$ cat src/rtl/arm_ctrl_pkg.sv
// -----------------------------------------------------------------------------
// arm_ctrl_pkg
// Shared types and constants for the multicycle ARM control unit:
//   - mc_state_t : control FSM state encoding
//   - ALU_*      : ALUControl encodings
//   - CMD_*      : data-processing cmd field (Funct[4:1]) values
//   - SRCB_*/RES_* : ALUSrcB and ResultSrc select encodings
//   - moore_t / moore_outs() : per-state Moore output bundle
//   - next_state() : FSM transition function
// No ports (package).
// -----------------------------------------------------------------------------
package arm_ctrl_pkg;

    typedef enum logic [3:0] {
        FETCH    = 4'd0,
        DECODE   = 4'd1,
        MEMADR   = 4'd2,
        MEMREAD  = 4'd3,
        MEMWB    = 4'd4,
        MEMWRITE = 4'd5,
        EXECUTER = 4'd6,
        EXECUTEI = 4'd7,
        ALUWB    = 4'd8,
        BRANCH   = 4'd9
    } mc_state_t;

    localparam logic [1:0] ALU_ADD = 2'b00;
    localparam logic [1:0] ALU_SUB = 2'b01;
    localparam logic [1:0] ALU_AND = 2'b10;
    localparam logic [1:0] ALU_ORR = 2'b11;

    localparam logic [3:0] CMD_ADD = 4'b0100;
    localparam logic [3:0] CMD_SUB = 4'b0010;
    localparam logic [3:0] CMD_AND = 4'b0000;
    localparam logic [3:0] CMD_ORR = 4'b1100;
    localparam logic [3:0] CMD_CMP = 4'b1010;

    localparam logic [1:0] SRCB_REG  = 2'b00;
    localparam logic [1:0] SRCB_IMM  = 2'b01;
    localparam logic [1:0] SRCB_FOUR = 2'b10;

    localparam logic [1:0] RES_ALUOUT    = 2'b00;
    localparam logic [1:0] RES_DATA      = 2'b01;
    localparam logic [1:0] RES_ALURESULT = 2'b10;

    typedef struct packed {
        logic       next_pc;
        logic       ir_write;
        logic       adr_src;
        logic       alu_src_a;
        logic [1:0] alu_src_b;
        logic [1:0] result_src;
        logic       reg_w;
        logic       mem_w;
        logic       alu_op;
        logic       branch;
    } moore_t;

    // alu_op stays high through ALUWB so the ALU decode (and NoWrite) seen
    // alongside RegW belongs to the instruction being written back.
    function automatic moore_t moore_outs(input mc_state_t s);
        moore_t o;
        o = '0;
        case (s)
            FETCH: begin
                o.ir_write   = 1'b1;
                o.next_pc    = 1'b1;
                o.alu_src_a  = 1'b1;
                o.alu_src_b  = SRCB_FOUR;
                o.result_src = RES_ALURESULT;
            end
            DECODE: begin
                o.alu_src_a  = 1'b1;
                o.alu_src_b  = SRCB_FOUR;
                o.result_src = RES_ALURESULT;
            end
            MEMADR:   o.alu_src_b = SRCB_IMM;
            MEMREAD:  o.adr_src   = 1'b1;
            MEMWB: begin
                o.result_src = RES_DATA;
                o.reg_w      = 1'b1;
            end
            MEMWRITE: begin
                o.adr_src = 1'b1;
                o.mem_w   = 1'b1;
            end
            EXECUTER: o.alu_op = 1'b1;
            EXECUTEI: begin
                o.alu_src_b = SRCB_IMM;
                o.alu_op    = 1'b1;
            end
            ALUWB: begin
                o.reg_w  = 1'b1;
                o.alu_op = 1'b1;
            end
            BRANCH: begin
                o.alu_src_b  = SRCB_IMM;
                o.result_src = RES_ALURESULT;
                o.branch     = 1'b1;
            end
            default: o = '0;
        endcase
        return o;
    endfunction

    function automatic mc_state_t next_state(input mc_state_t s, input logic [1:0] op,
                                             input logic imm, input logic load);
        mc_state_t n;
        n = FETCH;
        case (s)
            FETCH:  n = DECODE;
            DECODE: begin
                case (op)
                    2'b01:   n = MEMADR;
                    2'b00:   n = imm ? EXECUTEI : EXECUTER;
                    2'b10:   n = BRANCH;
                    default: n = FETCH;
                endcase
            end
            MEMADR:   n = load ? MEMREAD : MEMWRITE;
            MEMREAD:  n = MEMWB;
            EXECUTER: n = ALUWB;
            EXECUTEI: n = ALUWB;
            default:  n = FETCH;
        endcase
        return n;
    endfunction

endpackage

$ cat src/rtl/multicycle_decoder_if.sv
// -----------------------------------------------------------------------------
// multicycle_decoder_if
// Instruction-field inputs and control outputs of the multicycle decoder.
//   slave  : decoder side (Op/Funct/Rd in, control out)
//   master : instruction-register / datapath side
// -----------------------------------------------------------------------------
interface multicycle_decoder_if;
    logic [1:0] Op;
    logic [5:0] Funct;
    logic [3:0] Rd;
    logic       PCS;
    logic       RegW;
    logic       MemW;
    logic       NoWrite;
    logic [1:0] FlagW;
    logic       NextPC;
    logic       IRWrite;
    logic       AdrSrc;
    logic       ALUSrcA;
    logic [1:0] ALUSrcB;
    logic [1:0] ResultSrc;
    logic [1:0] ALUControl;
    logic [1:0] ImmSrc;
    logic [1:0] RegSrc;

    modport slave (
        input  Op, Funct, Rd,
        output PCS, RegW, MemW, NoWrite, FlagW, NextPC, IRWrite, AdrSrc,
               ALUSrcA, ALUSrcB, ResultSrc, ALUControl, ImmSrc, RegSrc
    );

    modport master (
        output Op, Funct, Rd,
        input  PCS, RegW, MemW, NoWrite, FlagW, NextPC, IRWrite, AdrSrc,
               ALUSrcA, ALUSrcB, ResultSrc, ALUControl, ImmSrc, RegSrc
    );
endinterface

$ cat src/rtl/alu_decoder.sv
// -----------------------------------------------------------------------------
// alu_decoder
// Combinational ALU control decode for data-processing instructions.
// Ports:
//   alu_op      in  : 1 while a data-processing instruction is executing/writing
//   cmd         in 4: Funct[4:1]
//   s_bit       in  : Funct[0] (set-flags)
//   alu_control out 2, flag_w out 2 ([1]=NZ, [0]=CV), no_write out 1
// Build option: MULTICYCLE_CMP_EN enables CMP decode (SUB with NoWrite).
// -----------------------------------------------------------------------------
module alu_decoder
    import arm_ctrl_pkg::*;
(
    input  logic       alu_op,
    input  logic [3:0] cmd,
    input  logic       s_bit,
    output logic [1:0] alu_control,
    output logic [1:0] flag_w,
    output logic       no_write
);

    logic known;

    always_comb begin
        alu_control = ALU_ADD;
        flag_w      = 2'b00;
        no_write    = 1'b0;
        known       = 1'b0;
        if (alu_op) begin
            case (cmd)
                CMD_ADD: begin alu_control = ALU_ADD; known = 1'b1; end
                CMD_SUB: begin alu_control = ALU_SUB; known = 1'b1; end
                CMD_AND: begin alu_control = ALU_AND; known = 1'b1; end
                CMD_ORR: begin alu_control = ALU_ORR; known = 1'b1; end
                default: begin alu_control = ALU_ADD; known = 1'b0; end
            endcase
`ifdef MULTICYCLE_CMP_EN
            if (cmd == CMD_CMP) begin
                alu_control = ALU_SUB;
                no_write    = 1'b1;
                known       = 1'b1;
            end
`else
            no_write = 1'b0;
`endif
        end
        // Unrecognised commands never touch the flags.
        if (known) begin
            flag_w[1] = s_bit;
            flag_w[0] = s_bit & ((alu_control == ALU_ADD) | (alu_control == ALU_SUB));
        end
    end

endmodule

$ cat src/rtl/multicycle_decoder.sv
// -----------------------------------------------------------------------------
// multicycle_decoder
// Control FSM + instruction decoder for the multicycle ARM core.
// Ports:
//   clk   in : rising-edge clock
//   reset in : synchronous active-high, forces FETCH
//   dec      : multicycle_decoder_if.slave (Op/Funct/Rd in; PCS, RegW, MemW,
//              NoWrite, FlagW, NextPC, IRWrite, AdrSrc, ALUSrcA, ALUSrcB,
//              ResultSrc, ALUControl, ImmSrc, RegSrc out)
// Build option: MULTICYCLE_CMP_EN (inside alu_decoder) enables CMP decode.
// Moore outputs are registered alongside the state; PCS, ALU decode,
// ImmSrc and RegSrc follow Op/Funct/Rd combinationally.
// -----------------------------------------------------------------------------
module multicycle_decoder
    import arm_ctrl_pkg::*;
(
    input  logic                  clk,
    input  logic                  reset,
    multicycle_decoder_if.slave   dec
);

    mc_state_t state;
    moore_t    outs;

    always_ff @(posedge clk) begin
        if (reset) begin
            state <= FETCH;
            outs  <= moore_outs(FETCH);
        end else begin
            state <= next_state(state, dec.Op, dec.Funct[5], dec.Funct[0]);
            outs  <= moore_outs(next_state(state, dec.Op, dec.Funct[5], dec.Funct[0]));
        end
    end

    alu_decoder u_alu_decoder (
        .alu_op      (outs.alu_op),
        .cmd         (dec.Funct[4:1]),
        .s_bit       (dec.Funct[0]),
        .alu_control (dec.ALUControl),
        .flag_w      (dec.FlagW),
        .no_write    (dec.NoWrite)
    );

    assign dec.NextPC    = outs.next_pc;
    assign dec.IRWrite   = outs.ir_write;
    assign dec.AdrSrc    = outs.adr_src;
    assign dec.ALUSrcA   = outs.alu_src_a;
    assign dec.ALUSrcB   = outs.alu_src_b;
    assign dec.ResultSrc = outs.result_src;
    assign dec.RegW      = outs.reg_w;
    assign dec.MemW      = outs.mem_w;

    // A write to R15 is a PC write, as is any branch.
    assign dec.PCS    = (outs.reg_w & (dec.Rd == 4'hF)) | outs.branch;
    assign dec.ImmSrc = dec.Op;
    assign dec.RegSrc = {dec.Op == 2'b01, dec.Op == 2'b10};

endmodule

$ cat src/flat_wrapper.sv
// flat-port wrapper written by rule: the top's interface ports become plain ports
module multicycle_decoder_flat import arm_ctrl_pkg::*;
  (clk, reset, dec_Op, dec_Funct, dec_Rd, dec_PCS, dec_RegW, dec_MemW, dec_NoWrite, dec_FlagW, dec_NextPC, dec_IRWrite, dec_AdrSrc, dec_ALUSrcA, dec_ALUSrcB, dec_ResultSrc, dec_ALUControl, dec_ImmSrc, dec_RegSrc);
  multicycle_decoder_if dec_i ();
  input  logic clk;
  input  logic reset;
  input wire logic [$bits(dec_i.Op)-1:0] dec_Op;
  input wire logic [$bits(dec_i.Funct)-1:0] dec_Funct;
  input wire logic [$bits(dec_i.Rd)-1:0] dec_Rd;
  output wire logic [$bits(dec_i.PCS)-1:0] dec_PCS;
  output wire logic [$bits(dec_i.RegW)-1:0] dec_RegW;
  output wire logic [$bits(dec_i.MemW)-1:0] dec_MemW;
  output wire logic [$bits(dec_i.NoWrite)-1:0] dec_NoWrite;
  output wire logic [$bits(dec_i.FlagW)-1:0] dec_FlagW;
  output wire logic [$bits(dec_i.NextPC)-1:0] dec_NextPC;
  output wire logic [$bits(dec_i.IRWrite)-1:0] dec_IRWrite;
  output wire logic [$bits(dec_i.AdrSrc)-1:0] dec_AdrSrc;
  output wire logic [$bits(dec_i.ALUSrcA)-1:0] dec_ALUSrcA;
  output wire logic [$bits(dec_i.ALUSrcB)-1:0] dec_ALUSrcB;
  output wire logic [$bits(dec_i.ResultSrc)-1:0] dec_ResultSrc;
  output wire logic [$bits(dec_i.ALUControl)-1:0] dec_ALUControl;
  output wire logic [$bits(dec_i.ImmSrc)-1:0] dec_ImmSrc;
  output wire logic [$bits(dec_i.RegSrc)-1:0] dec_RegSrc;
  assign dec_i.Op = dec_Op;
  assign dec_i.Funct = dec_Funct;
  assign dec_i.Rd = dec_Rd;
  assign dec_PCS = dec_i.PCS;
  assign dec_RegW = dec_i.RegW;
  assign dec_MemW = dec_i.MemW;
  assign dec_NoWrite = dec_i.NoWrite;
  assign dec_FlagW = dec_i.FlagW;
  assign dec_NextPC = dec_i.NextPC;
  assign dec_IRWrite = dec_i.IRWrite;
  assign dec_AdrSrc = dec_i.AdrSrc;
  assign dec_ALUSrcA = dec_i.ALUSrcA;
  assign dec_ALUSrcB = dec_i.ALUSrcB;
  assign dec_ResultSrc = dec_i.ResultSrc;
  assign dec_ALUControl = dec_i.ALUControl;
  assign dec_ImmSrc = dec_i.ImmSrc;
  assign dec_RegSrc = dec_i.RegSrc;
  multicycle_decoder u_core (.clk(clk), .reset(reset), .dec(dec_i));
endmodule
$ cat config.mk
export PLATFORM = sky130hd
export DESIGN_NAME = multicycle_decoder_flat
export DESIGN_NICKNAME = d
export VERILOG_FILES = /design/src/rtl/arm_ctrl_pkg.sv /design/src/rtl/multicycle_decoder_if.sv /design/src/rtl/alu_decoder.sv /design/src/rtl/multicycle_decoder.sv /design/src/flat_wrapper.sv
export SDC_FILE = /design/constraint.sdc
export NUM_CORES = 1
export LEC_CHECK = 0
export BUFFER_PORTS_ARGS = -buffer_cell sky130_fd_sc_hd__buf_2
export CORE_MARGIN = 1.5
export CORE_UTILIZATION = 44
export CTS_CLUSTER_DIAMETER = 50
export DETAILED_ROUTE_END_ITERATION = 8
export PLACE_DENSITY = 0.87
export SKIP_LAST_GASP = 1
export SLEW_MARGIN = 20
export SYNTH_ARGS = -nofsm -noshare
export SYNTH_HDL_FRONTEND = slang
export SYNTH_SLANG_ARGS = --single-unit
$ cat constraint.sdc
create_clock -name clk -period 1.99 [get_ports clk]
set_input_delay 0.2985 -clock clk [delete_from_list [all_inputs] [get_ports clk]]
set_output_delay 0.2985 -clock clk [all_outputs]
set_load 0.02 [all_outputs]
After elaboration in Yosys (flattened, before gate mapping)

Index checks and enable logic that the tools add are counted.

Output and inout port bits: 20
ROM bits: 0
Memory bits (writable): 0
Memories kept: 0
Register bits: 16
Word-level logic and storage cells: 68
Bits of input ports: 14
Latch bits: 0

$lt $le $gt $ge: 0
Muxes and demuxes: 19
$mul: 0
Reductions and logical operators: 13
Div/mod/pow operators: 0
Equality and inequality tests: 21
Bitwise logic cells: 4
$add $sub $neg: 0
Shift operators: 0

Operators with widths:

| operator             | number |
|---|---|
| $eq A4 B3 Y1 const B | 7 |
| $eq A4 B2 Y1 const B | 5 |
| $pmux W4 S5          | 1 |
| $eq A4 B4 Y1 const B | 4 |
| $logic_not A4 Y1     | 3 |
| $pmux W4 S3          | 1 |
| $mux W1              | 9 |
| $reduce_or A3 Y1     | 3 |
| $eq A4 B1 Y1 const B | 2 |
| $pmux W2 S2          | 2 |
| $reduce_or A2 Y1     | 4 |
| $mux W2              | 3 |
| $pmux W2 S3          | 1 |
| $eq A2 B1 Y1 const B | 2 |
| $logic_not A2 Y1     | 2 |
| $mux W4              | 1 |
| $reduce_or A4 Y1     | 1 |
| $mux W3              | 1 |
| $and A1 B1 Y1        | 2 |
| $eq A2 B2 Y1 const B | 1 |
| $or A1 B1 Y1         | 2 |

Logic depth before layout (Yosys ltp)

Depth after elaboration: 7
Mapped depth: 5
Depth with buffers taken out: 4

Hierarchy

Synthesis repeated with hierarchy kept, for this count alone.

Cells, all modules: 81
Area, all modules: 716.9 sq um

By module, submodules not included:

| module             | sequential area each (sq um) | times used | area each (sq um) | cells each |
|---|---|---|---|---|
| multicycle_decoder | 280.3                        | 1          | 625.6             | 68 |
| alu_decoder        | 0.0                          | 1          | 91.3              | 13 |

Worst setup path after synthesis

No wires, ideal clock.

Kind: input to output
Start: in dec_Funct[4]
End: out dec_FlagW[0]
Arrival: 1.500 ns
Path slack: 0.192 ns
Path buffers: 0
Data required time: 1.691 ns
Stages: 4
Cells stage by stage: nor2_1 a21oi_1 nor3b_1 nor2b_1

Word-level cells in the longest chain between the ends: 7
Elaborated cells on any way between the ends: 14
Classes of those cells: eq/ne (4); mux (5); bitwise (2); reduce/logical (3)

RTL lines:

| item                                                    | line               | RTL |
|---|---|---|
| start: declaration                                      | flat_wrapper.sv:8  | `input wire logic [$bits(dec_i.Funct)-1:0] dec_Funct;` |
| $eq A4 B4 Y1 (tied with other cells)                    | alu_decoder.sv:30  | `case (cmd)` |
| $pmux W2 S3                                             | alu_decoder.sv:30  |  |
| $mux W2                                                 | alu_decoder.sv:29  | `if (alu_op) begin` |
| $eq A2 B1 Y1 / $logic_not A2 Y1 (equally long branches) | alu_decoder.sv:50  | `flag_w[0] = s_bit & ((alu_control == ALU_ADD) \| (alu_control == ALU_SUB));` |
| $or A1 B1 Y1                                            | alu_decoder.sv:50  |  |
| $and A1 B1 Y1                                           | alu_decoder.sv:50  |  |
| $mux W2 (*)                                             | alu_decoder.sv:48  | `if (known) begin` |
| end: declaration                                        | flat_wrapper.sv:14 | `output wire logic [$bits(dec_i.FlagW)-1:0] dec_FlagW;` |

Every way passes the cells marked *; elsewhere a longest branch is shown, timed or not.

Worst setup path after layout

Start: reg u_core.outs[1] (netlist bit)
End: out dec_FlagW[0]

Word-level cells in the longest chain between the ends: 5
Elaborated cells on any way between the ends: 7
Classes of those cells: eq/ne (1); mux (3); bitwise (2); reduce/logical (1)

RTL lines:

| item                                                    | line                     | RTL |
|---|---|---|
| start: declaration                                      | multicycle_decoder.sv:23 | `moore_t outs;` |
| start signal: assignment                                | multicycle_decoder.sv:28 | `outs <= moore_outs(FETCH);` |
| start signal: assignment                                | multicycle_decoder.sv:31 | `outs <= moore_outs(next_state(state, dec.Op, dec.Funct[5], dec.Funct[0]));` |
| $mux W2                                                 | alu_decoder.sv:29        |  |
| $eq A2 B1 Y1 / $logic_not A2 Y1 (equally long branches) | alu_decoder.sv:50        |  |
| $or A1 B1 Y1                                            | alu_decoder.sv:50        |  |
| $and A1 B1 Y1                                           | alu_decoder.sv:50        |  |
| $mux W2 (*)                                             | alu_decoder.sv:48        |  |

Marked as above.

==> out/metrics.cfg <==
[outcome]
status=finished clean

[sta]
fin_setup_tns_ns=0
final-setup-viol-count=0
max_freq_mhz=653
drv_slew=0
timing.final.crit_share=0.769
rsz0062_at_grt=no
worst_hold_slack_ns=0.286
finalHoldViolCount=0
fin_skew_ns=0.00226
period_needed_ns=1.53

[yosys]
syn_nets=95
ys_top_cells_by_area=dfxtp_1 (39%), buf_4 (8.4%), nor2_1 (5.3%), nor3_1 (4.2%), a21o_1 (4.2%)
yosys_register_bits=14
synth_edf_count=0
synth_commonest_cells=dfxtp_1 (14), nor2_1 (10), buf_4 (8)
synth_top_area_frac=0.393
synth_cells=81
ys.flop_type=dfxtp_1
yosys.cell_types.count=29
synth-seq-area-share=0.393
synthArstFlopShare=0
avgSynthCellArea_sq_um=8.80
synth_top_cell_by_area=dfxtp_1
ys_warn_count=0
yosys.cell_count.top_type=dfxtp_1
synth_area_sq_um=713

[layout]
antenna_cells=0
nets=123
drive_gt1_frac=0.389
final-seq-area_sq_um=280
instances_no_fill=124
area_delta_synth_final_pct=21.2
nFillCells=142
multiInputGateArea_sq_um=357

[floorplanning]
fp.dieH_um=43.3
die_area_sq_um=1870
floorplan.initialDensity=0.473
die_w_um=43.3
core_area_sq_um=1510
rows=14
ios=34

[global_route]
grt-ovfl-total=0
grt_pass1_wl_mm=2.37
grt_max_degree=11
gr-usage-all-layers=0.173
antenna_found_initial=0
grt_pass1_vias=562

[drt]
ant_nets=0
drc=0
routed_wl_mm=1.48
firstDrtPassIters=4
viasPerCell=5.10
routedWlPerCell_um=11.9
route.vias.total=632
drtIter0Drc=15

[place]
place.gp.congestion=0.778
io_buffers=32
hpwl_mm=1.16
placedCellCount=120

[clocking]
cts_inserted_buffers=3
cts_tree=done
path_clk_slew_ns=0.08
clk_path_buf_depth=2
post_cts_resized=0
cts_setup_buffers=0
hold_buffers=0
cts.htree.levels=1
cts_root_buf=clkbuf_4
clk_latency_ns=0.28
cts_sinks=14

[pwr]
p_leak_nw=0.434
vdd_drop_max_mv=0.440
cellPowerDensity_nw_per_um2=757

[hold_path]
hold_path_depth=2
hold_path.class=in2reg
holdPathEnd=u_core.dec.RegW
hp-start=reset

[setup_path]
timing.rr.end=u_core.outs[1]
ff2ff_path_depth=4
worst_setup_path_start_kind=flop
critPathMaxFanout=3
worstPathRequired_ns=1.69
r2r_slack_ns=0.46
rr_startpoint=u_core.state[1]
end_kind=primary output
crit_type=reg2out
cp.arrival_ns=1.23

[run]
maxCapViolations=0

## placed cells by master (no fill, tap or decap)
cell type / count
a2111oi_2: 1
nand3b_1: 2
nor3b_1: 1
and2b_2: 1
a21boi_4: 1
conb_1: 1
a31o_2: 1
nand2b_1: 4
and4b_1: 1
nor2_1: 10
dfxtp_1: 14
nor2b_1: 4
or3b_2: 1
inv_1: 3
and2b_1: 1
nor3_1: 6
nand2_1: 4
or3_1: 1
o31a_1: 1
clkbuf_4: 3
a22oi_4: 1
a21o_1: 4
a21oi_1: 4
clkbuf_8: 1
buf_2: 32
and3_1: 1
nand4b_1: 1
xor2_1: 1
nand3_1: 1
o21ai_0: 1
## cells by family (layout without fill, tap and decap cells)
family / count (synthesis) / after routing / synth area share
AO/OA/AOI/OAI: 14 / 14 / 0.179
XOR/XNOR: 1 / 1 / 0.0123
buffers and inverters: 12 / 39 / 0.107
flip-flops: 14 / 14 / 0.393
other: 1 / 1 / 0.00526
AND/OR/NAND/NOR: 39 / 39 / 0.304
## state kept, by name, summed over array words and instances (netlist names)
name                  count
u_core.dec.ALUSrcA        1
u_core.dec.RegW           1
u_core.state              4
u_core.outs               2
u_core.dec.ALUSrcB        1
u_core.dec.NextPC         1
u_core.dec.AdrSrc         1
u_core.dec.ResultSrc      2
u_core.dec.MemW           1
## metrics by stage
stage | util | setup WS (ns) | power [mW] | cell area [sq um]
floorplan | - | 0.192 | 0.420 | 713
global placement | 0.550 | 0.447 | 0.451 | 828
detailed placement | 0.550 | 0.407 | 0.456 | 828
CTS | 0.574 | 0.447 | 0.661 | 865
global route | 0.574 | 0.350 | 0.685 | 865
finish | 0.574 | 0.460 | 0.654 | 865
## worst max path at each step
stage / start / to / depth (start not counted)
global placement: dec_Op[1] / u_core.dec.RegW / 5
CTS: u_core.outs[1] / dec_FlagW[0] / 4
detailed placement: dec_Op[1] / u_core.dec.RegW / 5
global route: u_core.outs[1] / dec_FlagW[0] / 4
floorplan: dec_Funct[4] / dec_FlagW[0] / 4
finish: u_core.outs[1] / dec_FlagW[0] / 4
## power by group
group | total (mW) | internal, mW | switching (mW)
registers | 0.311 | 0.297 | 0.0141
clock network | 0.205 | 0.111 | 0.0938
logic | 0.138 | 0.0575 | 0.0802
## worst max-delay path: stages, from the launching register on
cell	delay [ns]
dfxtp_1	0.32
nand2b_1	0.08
nor3b_1	0.24
nor2b_1	0.15
buf_2	0.16
## layout make-up
type	instances	area share
clock buffers	4	0.0420
well taps	16	0.0232
repair buffers	32	0.185
multi-input cells	55	0.412
flip-flops and latches	14	0.324
inverters	3	0.0130
## routing by layer
| layer | vias to the layer above | wire (um) | GRT usage |
|---|---|---|---|
| li1 | 322 | - | - |
| met1 | 287 | 613 | 0.204 |
| met2 | 19 | 749 | 0.290 |
| met3 | 4 | 84 | 0.0383 |
| met4 | 0 | 29 | 0.0909 |
| met5 | - | 0 | 0 |
(Power assumes the default switching activity.)
